## src/rtl/instr_fetch_if.sv

```systemverilog
// instr_fetch_if: instruction-memory request/acknowledge bus between fetch stage and imem
interface instr_fetch_if;
   logic        req;
   logic [15:0] addr;
   logic        ack;
   logic [15:0] rdata;
   modport master (output req, addr, input ack, rdata);
   modport slave (input req, addr, output ack, rdata);
endinterface

```

## src/rtl/instr_fetch.sv

```systemverilog
// instr_fetch: PC, imem fetch handshake, instruction register, field split and next-PC select
module instr_fetch #(
   parameter logic [15:0] RESET_PC = 16'h0000,
   parameter int unsigned TIMEOUT  = 16
) (
   input  logic                 clk,
   input  logic                 reset,
   instr_fetch_if.master        imem,
   input  logic                 jump_i,
   input  logic                 branch_i,
   input  logic                 alu_zero_i,
   input  logic                 jr_i,
   input  logic [15:0]          jr_target_i,
   input  logic                 stall_i,
   output logic                 instr_valid_o,
   output logic [2:0]           opcode_o,
   output logic [2:0]           rs_o,
   output logic [2:0]           rt_o,
   output logic [2:0]           rd_o,
   output logic [3:0]           funct_o,
   output logic [6:0]           imm7_o,
   output logic [15:0]          pc_o,
   output logic [15:0]          pc_plus2_o,
   output logic                 fetch_err_o
);
   typedef enum logic [1:0] {FETCH, EXEC, ERR} state_t;
   state_t      state_q, state_d;
   logic [15:0] pc_q, pc_d;
   logic [15:0] ir_q, ir_d;
   logic [15:0] tcnt_q, tcnt_d;
   logic [15:0] pc_plus2, br_off, next_pc;
   assign pc_plus2 = pc_q + 16'd2;
   assign br_off   = {{8{ir_q[6]}}, ir_q[6:0], 1'b0};
   assign next_pc  = jr_i                  ? (jr_target_i & 16'hFFFE) :
                     jump_i                ? {pc_plus2[15:14], ir_q[12:0], 1'b0} :
                     (branch_i & alu_zero_i) ? pc_plus2 + br_off : pc_plus2;
   // state register; reset abandons any in-flight fetch and ignores a concurrent ack
   always_ff @(posedge clk) begin
      if (!reset) begin
         state_q <= FETCH;
         pc_q    <= RESET_PC;
         ir_q    <= 16'h0000;
         tcnt_q  <= 16'h0000;
      end else begin
         state_q <= state_d;
         pc_q    <= pc_d;
         ir_q    <= ir_d;
         tcnt_q  <= tcnt_d;
      end
   end
   // next state: latch on ack, count dead fetch cycles, advance PC when the datapath is done
   always_comb begin
      state_d = state_q;
      pc_d    = pc_q;
      ir_d    = ir_q;
      tcnt_d  = tcnt_q;
      case (state_q)
         FETCH: begin
            if (imem.ack) begin
               ir_d    = imem.rdata;
               tcnt_d  = 16'h0000;
               state_d = EXEC;
            end else begin
               tcnt_d = tcnt_q + 16'd1;
               if (TIMEOUT != 0 && tcnt_q == 16'(TIMEOUT - 1)) state_d = ERR;
            end
         end
         EXEC: begin
            if (!stall_i) begin
               pc_d    = next_pc;
               state_d = FETCH;
            end
         end
         default: state_d = ERR;
      endcase
   end
   // outputs: request and valid are forced low while reset is held
   always_comb begin
      imem.req      = (state_q == FETCH) & reset;
      imem.addr     = pc_q;
      instr_valid_o = (state_q == EXEC) & reset;
      fetch_err_o   = (state_q == ERR);
      opcode_o      = ir_q[15:13];
      rs_o          = ir_q[12:10];
      rt_o          = ir_q[9:7];
      rd_o          = ir_q[6:4];
      funct_o       = ir_q[3:0];
      imm7_o        = ir_q[6:0];
      pc_o          = pc_q;
      pc_plus2_o    = pc_plus2;
   end
endmodule
```

## src/flat_wrapper.sv

```systemverilog
// flat-port wrapper written by rule: the top's interface ports become plain ports
module instr_fetch_flat 
#(
   parameter logic [15:0] RESET_PC = 16'h0000,
   parameter int unsigned TIMEOUT  = 16
)
  (clk, reset, jump_i, branch_i, alu_zero_i, jr_i, jr_target_i, stall_i, instr_valid_o, opcode_o, rs_o, rt_o, rd_o, funct_o, imm7_o, pc_o, pc_plus2_o, fetch_err_o, imem_req, imem_addr, imem_ack, imem_rdata);
  instr_fetch_if imem_i ();
  input  logic clk;
  input  logic reset;
  input  logic jump_i;
  input  logic branch_i;
  input  logic alu_zero_i;
  input  logic jr_i;
  input  logic [15:0] jr_target_i;
  input  logic stall_i;
  output logic instr_valid_o;
  output logic [2:0] opcode_o;
  output logic [2:0] rs_o;
  output logic [2:0] rt_o;
  output logic [2:0] rd_o;
  output logic [3:0] funct_o;
  output logic [6:0] imm7_o;
  output logic [15:0] pc_o;
  output logic [15:0] pc_plus2_o;
  output logic fetch_err_o;
  output wire logic [$bits(imem_i.req)-1:0] imem_req;
  output wire logic [$bits(imem_i.addr)-1:0] imem_addr;
  input wire logic [$bits(imem_i.ack)-1:0] imem_ack;
  input wire logic [$bits(imem_i.rdata)-1:0] imem_rdata;
  assign imem_req = imem_i.req;
  assign imem_addr = imem_i.addr;
  assign imem_i.ack = imem_ack;
  assign imem_i.rdata = imem_rdata;
  instr_fetch #(.RESET_PC(RESET_PC), .TIMEOUT(TIMEOUT)) u_core (.clk(clk), .reset(reset), .imem(imem_i), .jump_i(jump_i), .branch_i(branch_i), .alu_zero_i(alu_zero_i), .jr_i(jr_i), .jr_target_i(jr_target_i), .stall_i(stall_i), .instr_valid_o(instr_valid_o), .opcode_o(opcode_o), .rs_o(rs_o), .rt_o(rt_o), .rd_o(rd_o), .funct_o(funct_o), .imm7_o(imm7_o), .pc_o(pc_o), .pc_plus2_o(pc_plus2_o), .fetch_err_o(fetch_err_o));
endmodule
```

## config.mk

```make
export PLATFORM = sky130hd
export DESIGN_NAME = instr_fetch_flat
export DESIGN_NICKNAME = d
export VERILOG_FILES = /design/src/rtl/instr_fetch_if.sv /design/src/rtl/instr_fetch.sv /design/src/flat_wrapper.sv
export SDC_FILE = /design/constraint.sdc
export NUM_CORES = 1
export LEC_CHECK = 0
export CAP_MARGIN = 20
export CORE_MARGIN = 2
export CORE_UTILIZATION = 48
export DETAILED_ROUTE_END_ITERATION = 16
export PLACE_DENSITY = 0.82
export SLEW_MARGIN = 40
export SYNTH_ARGS = -nofsm -noshare
export SYNTH_HDL_FRONTEND = slang
export SYNTH_SLANG_ARGS = --single-unit
```

## constraint.sdc

```tcl
create_clock -name clk -period 3.2 [get_ports clk]
set_input_delay 0.8 -clock clk [delete_from_list [all_inputs] [get_ports clk]]
set_output_delay 0.8 -clock clk [all_outputs]
set_load 0.01 [all_outputs]
```

# ---- Word level (Yosys, flattened, before mapping)
# Cells that the tools add are included.
dict set report totals {
  inputBits 40
  elab_cells 28
  reg_bits 50
  out_inout_bits 74
}
dict set report op_classes {
  n_bitwise 4
  n_eq_ne 5
  reduce_logical 4
  add_sub_neg 3
  n_mux 8
}
# operator count
set op_table {}
lappend op_table {{16-bit 2-to-1 mux} 4}
lappend op_table {{16-bit by 1-bit adder with 16-bit output, second input constant} 1}
lappend op_table {{16-bit adder} 1}
lappend op_table {{16-bit by 2-bit adder with 16-bit output, second input constant} 1}
lappend op_table {{16-bit by 4-bit == test with 1-bit output, second input constant} 1}
lappend op_table {{2-bit 2-to-1 mux} 3}
lappend op_table {{2-bit AND reduction} 3}
lappend op_table {{2-bit case mux with 2 select lines} 1}
lappend op_table {{1-bit bitwise AND} 3}
lappend op_table {{3-bit by 2-bit != test with 1-bit output, second input constant} 1}
lappend op_table {{2-bit by 1-bit == test with 1-bit output, second input constant} 1}
lappend op_table {{2-bit == test, second input constant} 1}
lappend op_table {{2-bit logical NOT} 1}
lappend op_table {{2-bit != test, second input constant} 1}
lappend op_table {{1-bit inverter} 1}

# ---- Depth between registers and ports, before layout
# Gate-level depths: netlist (run 1).
dict set report logic_depth {
  ltp_word 5
  depth_mapped 11
  ltp_nobuf 11
}

# ---- Worst setup path before layout (run 1)
# OpenSTA, ideal clock, no wires.
dict set report synth_path {
  kind {register to register}
  startpoint {reg u_core.pc_q[3] (netlist: u_core.imem.addr[3])}
  endpoint {reg u_core.pc_q[13] (netlist: u_core.imem.addr[13])}
  slack_ps 378
  synth_period_minus_slack_ps 2822
  path_buffers 0
  t_arrival_ps 2753
  stages_incl_launch_ff 12
  setup_time_ps 70
  required_time_ps 3130
  cell_sequence {dfxtp_1 and4_4 nand3_2 nor2_1 xor2_1 ha_1 a211o_1 nor2b_1 nor2_1 a21boi_0 or3_1 a21oi_1}
}
dict set report synth_via {
  elab_chain_cells 5
}
# element line
set synth_lines {}
lappend synth_lines {{start, declared} instr_fetch.sv:28} ;# logic [15:0] pc_q, pc_d;
lappend synth_lines {{start signal, assigned} instr_fetch.sv:46} ;# pc_q <= pc_d;
lappend synth_lines {{16-bit by 2-bit adder with 16-bit output} instr_fetch.sv:32} ;# assign pc_plus2 = pc_q + 16'd2;
lappend synth_lines {{named net pc_plus2_o[10]} flat_wrapper.sv:25} ;# output logic [15:0] pc_plus2_o;
lappend synth_lines {{16-bit adder} instr_fetch.sv:36} ;# (branch_i & alu_zero_i) ? pc_plus2 + br_off : pc_plus2;
lappend synth_lines {{16-bit 2-to-1 mux} instr_fetch.sv:36}
lappend synth_lines {{16-bit 2-to-1 mux} instr_fetch.sv:35} ;# jump_i ? {pc_plus2[15:14], ir_q[12:0], 1'b0} :
lappend synth_lines {{16-bit 2-to-1 mux} instr_fetch.sv:34} ;# assign next_pc = jr_i ? (jr_target_i & 16'hFFFE) :
# The timed path passes the listed nets, and every way through them passes these cells.
# A chain may end at the register's enable or synchronous reset.

# ---- Final worst setup path (run 1)
dict set report layout_path {
  startpoint {reg u_core.pc_q[6] (netlist: u_core.imem.addr[6])}
  endpoint {out pc_plus2_o[10]}
}
dict set report layout_via {
  elab_chain_cells 1
}
# element line
set layout_lines {}
lappend layout_lines {{16-bit by 2-bit adder with 16-bit output} instr_fetch.sv:32}
lappend layout_lines {{end, declared} flat_wrapper.sv:25}
# No other way between the ends.

==> results of run 1 <==
## layer usage
layer | vias up | global-route usage [%] | routed length (um)
li1 | 1868 | - | -
met1 | 1853 | 33.5 | 4820
met2 | 118 | 45.2 | 5450
met3 | 13 | 4.85 | 562
met4 | 0 | 6.47 | 138
met5 | - | 0 | 0
## layout by cell type, fill, tap and decap left out, types with 5 or more instances in the layout
cell               n
xnor2_1           12
nand3_1           15
nor2_1            31
o21a_1             8
clkdlybuf4s50_1  109
nand2_1           68
nand4_1           10
o211ai_1          15
o21ai_0           21
dfxtp_1           45
ha_1              18
nor3_1             9
a211o_1            6
a21o_1             5
xor2_1            12
a21boi_0          19
and3_1             8
a21oi_1           26
and2_1             5
inv_1              8
buf_4             17
nor4_1             5
clkbuf_8           5
## how the worst min path moves through the flow
stage	start	endpoint	slack, ns	cells past startpoint
detailed placement	u_core.ir_q[13]	u_core.ir_q[13]	0.47	2
global placement	u_core.ir_q[13]	u_core.ir_q[13]	0.45	2
global route	u_core.ir_q[13]	u_core.ir_q[13]	0.50	2
CTS	u_core.ir_q[13]	u_core.ir_q[13]	0.48	2
finish	u_core.ir_q[13]	u_core.ir_q[13]	0.48	2
floorplan	u_core.tcnt_q[9]	u_core.tcnt_q[9]	0.48	2
## sequential cells by signal, summed over array words and instances (netlist names)
register          flops
u_core.ir_q          16
u_core.tcnt_q        16
u_core.imem.addr     15
u_core.state_q        2
## per-stage QoR
step / hold WS [ns] / setup slack [ns]
after global placement: 0.452 / 0.308
final: 0.479 / 0.0961
after global routing: 0.496 / 0.0213
after CTS: 0.480 / 0.0156
after detailed placement: 0.467 / 0.178
after floorplan: 0.484 / 0.378
## synthesized netlist by cell type (2+ instances only)
| cell | number | area share, % |
|---|---|---|
| nand2_1 | 68 | 6.8 |
| dfxtp_1 | 49 | 26 |
| nor2_1 | 31 | 3.1 |
| a21oi_1 | 26 | 3.5 |
| buf_4 | 26 | 5.2 |
| o21ai_0 | 21 | 2.8 |
| a21boi_0 | 19 | 3.8 |
| ha_1 | 19 | 6.4 |
| nand3_1 | 15 | 2.0 |
| o211ai_1 | 15 | 3.0 |
| clkbuf_1 | 13 | 1.3 |
| xor2_1 | 13 | 3.1 |
| xnor2_1 | 12 | 2.8 |
| nand4_1 | 10 | 1.7 |
| nor3_1 | 9 | 1.2 |
| and3_1 | 8 | 1.3 |
| inv_1 | 8 | 0.81 |
| o21a_1 | 8 | 1.6 |
| a211o_1 | 6 | 1.4 |
| buf_2 | 6 | 0.81 |
| a21o_1 | 5 | 1.0 |
| and2_1 | 5 | 0.84 |
| nor4_1 | 5 | 0.84 |
| a211oi_1 | 4 | 0.81 |
| a221oi_1 | 4 | 0.94 |
| nand2b_1 | 4 | 0.67 |
| or3_1 | 4 | 0.67 |
| a31oi_1 | 3 | 0.50 |
| and4_1 | 3 | 0.70 |
| mux2i_1 | 3 | 0.81 |
| nand4b_1 | 3 | 0.70 |
| nor2b_1 | 3 | 0.50 |
| o31a_1 | 3 | 0.70 |
| and3b_1 | 2 | 0.47 |
| and4_4 | 2 | 0.60 |
| nand3b_1 | 2 | 0.40 |
| o211a_1 | 2 | 0.54 |
| o21ai_1 | 2 | 0.27 |
| o21bai_1 | 2 | 0.40 |
| o311a_1 | 2 | 0.54 |
| or2_2 | 2 | 0.34 |
| xor2_2 | 2 | 0.87 |
## layout make-up
class	count	area share, %
clock inverters	2	0.787
inverters	9	0.686
multi-input cells	372	49.7
repair buffers	126	24.7
flip-flops and latches	49	20.0
well taps	102	2.59
clock buffers	6	1.47
## worst max-delay path, delay by kind of cell (launching register included)
kind	cells	cell delay, ns
AND/OR/NAND/NOR	3	0.65
XOR/XNOR	1	0.24
flip-flops	1	0.42
buffers and inverters	2	0.68
## what timing repair did
| action | 4_1_cts | 5_1_grt |
|---|---|---|
| resized for setup | 1 | 5 |
| endpoints found under the setup margin | 1 | 7 |
| endpoints found under the hold margin | 0 | 0 |
| cloned | 0 | 0 |
## kinds of logic after synthesis
group                      share of synthesized area, %
and+or+nand+nor                                    25.3
AOI/OAI and AO/OA                                  24.9
buffers and inverters                              8.49
DFF                                                26.3
xor gates and xnor gates                           7.18
adders and majority gates                          6.91
muxes                                             0.805
other                                             0.101
## power by group
part	leakage (uW)	switching, uW	internal [uW]
registers	0.000401	35.9	635
clock network	0.0000554	226	235
logic	0.00144	202	215
==> run metrics, run 1 <==
outcome complete, no violations; Root Driver clkbuf_8; Vert. Die Dim approximately 92 um; f_max 0.322 GHz; post-route ant nets 0; Vias 3852; htree depth 2; CTS Buf Count 5; initial antenna violation count 0; Iteration-0 DRC Markers between 200 and 300; FF-to-FF End u_core.imem.addr[15]; total die area ~0.0085 mm2; Core ar. ~0.0076 mm2; ys async rst share 0%; Final nets 623; n_diodes 0; Worst Setup Path Type reg -> out; Post-CTS Setup Bufs 0; layout cell share with drive strength beyond 1 around 8.2%; Reg2Reg Setup Slack 0.16 ns; Die X 92.1 um; Worst Max-Slew Pin Slew 0.715 ns; Arrival @ worst endpoint about 2.3 ns; RSZ-0062 raised after global routing false; Pleak 0.00190 uW; maxcap violations 0; # hold bufs at CTS 0; DRC viols 0; max_slew headroom 52.2%; final cycle utilization of the critical path a little over nine tenths; Register Area about 990 um2; Clock Tree Buf Depth 2; fillers around 650; Reg2Reg Launch Point u_core.imem.addr[6]; Post-DP Area 0.00480 mm2; Hold Fails Final Rpt 0; Final Cell Area 0.00493 mm2; Global Route Usage Sum a little over a quarter; Avg Cell Area, Syn 7.85 um2; CP max stage cell clkdlybuf4s50_1; placed cells 658; Final min period 3.10 ns; gr ovfl total 0; TritonRoute pass-1 iters 4; Placer Congestion 0.933; Max Slew Vio Count 0; Post-Route WL ~11000 um; vias in the first global route ~3500; non-filler instance count after layout between 600 and 700; setup violators final 0; Reg2Reg Depth 11; CTS sink count 49; Fin Setup TNS 0 ns; max incr delay on CP about 0.52 ns; area of the multi-input gates 0.00245 mm2; Yosys cell types 68; P per Cell Area 314 mW/mm2; pin count of the biggest net entering global routing 42; EDFF count, synth 0; HPWL Detailed approximately 8400 um; critical path startpoint category flip-flop; area grow syn2layout 32.1%; endpoint type of the worst setup path output port; I/O pin cnt 114; CTS tree yes; Worst Skew 0.00829 ns; mean number of vias per cell between 5 and 6; Reg clk slew, reported paths 0.10 ns; Core Util, Final between 60% and 70%; Initial Util approximately half; Syn. warnings 0; crit path from u_core.imem.addr[6]; total power 1550 uW; Yosys reg bits 49; global-route wire length before repair 17700 um; Seq/Total Area, Yosys 26.3%; crit path max fanout 6; Crit path required time 2.40 ns; WL/cell 16.5 um; Port Buffers 109; Most used DFF post-synth dfxtp_1; Synth Instances around 480; peak supply drop 190 uV; CP endpoint pc_plus2_o[10]; clk_lat worst skew around 0.32 ns; Hold Path Class reg -> reg; Rows 32; Synth Cell Area 0.00373 mm2; CP cell instances and4_4 -> nand3_2 -> nor2_1 -> xor2_1 -> buf_4 -> clkdlybuf4s50_1
Note: power is estimated with default switching activity, not from simulation.
==> run 2: changes to the inputs <==
==> constraint.sdc (replaced) <==
create_clock -name clk -period 3.2 [get_ports clk]
set_input_delay 0.96 -clock clk [delete_from_list [all_inputs] [get_ports clk]]
set_output_delay 0.96 -clock clk [all_outputs]
set_load 0.01 [all_outputs]
==> run 2 against run 1 <==
Compared with the run above:
- utilization increased by 0.18 points
- critical endpoint is now imem_req
- count of clock-buffer cells in the layout unchanged
- register-to-register slack improved by 0.19 ns
- cell area increased by 0.28%
- sequential cell count unchanged
- via count increased by 0.93%
- sequential share of layout area increased by 0.17 points
- global-route usage decreased by 0.38 points
- die area unchanged
- highest routed layer unchanged
- largest power group unchanged
==> run metrics, run 2 (synthesis results as in run 1) <==
pin count of the biggest net entering global routing 42 (unchanged); most common cell after layout, fill and taps aside clkdlybuf4s50_1 (unchanged); HPWL Detailed 8340 um (was 8400 um); Vias 3888 (was 3852); Reg2Reg Depth 13 (was 11); Worst Skew 0.00812 ns (was 0.00829 ns); max_slew headroom 52.8% (was 52.2%); global-route wire length before repair 17700 um (about the same); mean number of vias per cell 5.85 (was 5.78); Reg clk slew, reported paths 0.09 ns (was 0.10 ns); Post-DP Area 0.00478 mm2 (was 0.00480 mm2); clk_lat worst skew 0.31 ns (was 0.32 ns); Pint 1080 uW (about the same); Clock Tree Buf Depth 2 (unchanged); Die X 92.1 um (unchanged); Logic pwr share 27.1% (was 26.9%); Iteration-0 DRC Markers 286 (was 291); Reg2Reg Launch Point u_core.imem.addr[6] (unchanged); n_diodes 0 (unchanged); Placer Congestion 0.870 (was 0.933); final cycle utilization of the critical path 98.0% (was 97.0%); Rows 32 (unchanged); CP dominant cell by count clkdlybuf4s50_1; max incr delay on CP 0.53 ns (was 0.52 ns); CTS Buf Count 5 (unchanged); DRC viols 0 (unchanged); hold path depth 2 (unchanged); CTS tree yes (unchanged); hold wc startpoint u_core.ir_q[14] (was u_core.ir_q[13]); Hold Fails Final Rpt 0 (unchanged); layout cell share with drive strength beyond 1 8.53% (was 8.16%); Worst Max-Slew Pin Slew 0.706 ns (was 0.715 ns); Vert. Die Dim 92.1 um (unchanged); outcome complete, no violations (unchanged); Pleak 0.00195 uW (was 0.00190 uW); Reg power frac 43.7% (was 43.3%); CTS sink count 49 (unchanged); Final Cell Area 0.00494 mm2 (was 0.00493 mm2); f_max 0.319 GHz (was 0.322 GHz); endpoint type of the worst setup path output port (unchanged); Root Driver clkbuf_8 (unchanged); Core Util, Final 64.9% (was 64.8%); WP buf/inv 2 (unchanged); Max Slew Vio Count 0 (unchanged); critical path startpoint category input pin (was flip-flop); worst hold slack 0.469 ns (was 0.479 ns); FF-to-FF End u_core.imem.addr[15] (unchanged); Crit path required time 2.24 ns (was 2.40 ns); P per Cell Area 312 mW/mm2 (was 314 mW/mm2); CP delay by family, top buffers and inverters (unchanged); vias in the first global route 3587 (was 3518); gr ovfl total 0 (unchanged); Reg2Reg Setup Slack 0.35 ns (was 0.16 ns); area grow syn2layout 32.5% (was 32.1%); I/O pin cnt 114 (unchanged); total power 1540 uW (was 1550 uW); maxcap violations 0 (unchanged); Fin Setup TNS 0 ns (unchanged); crit path max fanout 3 (was 6); Worst Setup Path Type in -> out (was reg -> out); post-route ant nets 0 (unchanged); htree depth 2 (unchanged); Core ar. 0.00761 mm2 (unchanged); Hold Path Class reg -> reg (unchanged); Post-Route WL 11000 um (about the same); CP cell instances clkdlybuf4s50_1 -> and2_1 -> clkdlybuf4s50_1 (was and4_4 -> nand3_2 -> nor2_1 -> xor2_1 -> buf_4 -> clkdlybuf4s50_1); Global Route Usage Sum 25.7% (was 26.1%); # hold bufs at CTS 0 (unchanged); clock network fraction of total power 29.2% (was 29.8%); peak supply drop 268 uV (was 190 uV); Arrival @ worst endpoint 2.17 ns (was 2.30 ns); WL/cell 16.6 um (was 16.5 um); TritonRoute pass-1 iters 5 (was 4); Final min period 3.13 ns (was 3.10 ns); most frequent cells in the layout clkdlybuf4s50_1, nand2_1, dfxtp_1 (unchanged); initial antenna violation count 0 (unchanged); Port Buffers 109 (unchanged); hold-critical path endpoint u_core.ir_q[14] (was u_core.ir_q[13]); Switching Share 29.7% (was 29.9%); Final nets 622 (was 623); Initial Util 49.0% (unchanged); NetSw 457 uW (was 463 uW); CP max stage cell clkdlybuf4s50_1 (unchanged); setup violators final 0 (unchanged); total die area 0.00849 mm2 (unchanged)
## run 2: cell types whose count changed in the layout (fill, tap and decap cells not counted), sizes merged
| cell | previous run | this run |
|---|---|---|
| clkdlybuf4s50 | 109 | 106 |
| buf | 17 | 16 |
| dlymetal6s2s | 0 | 3 |
## run 2: power by group through the flow
| stage | Clock [uW] | Sequential [uW] | Combinational (uW) |
|---|---|---|---|
| finish | 449 | 673 | 417 |
| global route | 479 | 677 | 451 |
| CTS | 460 | 673 | 414 |
| detailed placement | 0 | 686 | 411 |
| global placement | 0 | 684 | 402 |
| floorplan | 0 | 687 | 221 |
## run 2: how the worst max path moves through the flow
| stage | from | to | slack (ns) | depth (start not counted) |
|---|---|---|---|---|
| 2_1_floorplan | u_core.imem.addr[3] | u_core.imem.addr[13] | 0.38 | 11 |
| 6_report | reset | imem_req | 0.07 | 3 |
| 3_5_place_dp | reset | instr_valid_o | 0.01 | 3 |
| 4_1_cts | reset | instr_valid_o | 0.004 | 3 |
| 3_3_place_gp | reset | instr_valid_o | 0.04 | 3 |
| 5_1_grt | u_core.imem.addr[1] | pc_plus2_o[10] | -0.003 | 6 |
## run 2: tightest hold or removal path, stage by stage (launching register included)
cell	delay (ns)
dfxtp_1	0.32
nand2_1	0.05
a21boi_0	0.06
## run 2: metrics by stage
stage / worst slack (ns) / std cells
floorplan: 0.378 / 477
global placement: 0.0382 / 656
detailed placement: 0.0114 / 656
CTS: 0.00354 / 664
global route: -0.00316 / 665
finish: 0.0653 / 665
## run 2: what timing repair did
action                                  in CTS  in global routing
resized for setup                            7                  9
endpoints found under the setup margin       4                  5
gates cloned                                 0                  0
pin swaps                                    0                  1
buffers inserted                             0                  1
## run 2: final cells by class
type	instances	area [um2]
fillers	669	2670
repair buffers	125	1220
multi-input cells	372	2450
well taps	102	128
flip-flops and latches	49	997
clock buffers	6	72.6
clock inverters	2	38.8
inverters	9	33.8
## run 2: per-layer routing
metal | global-route usage, % | up-vias | share of wire, %
li1 | - | 1868 | -
met1 | 34.4 | 1849 | 43
met2 | 43.8 | 159 | 48
met3 | 3.62 | 12 | 7.0
met4 | 6.34 | 0 | 1.3
met5 | 0 | - | 0
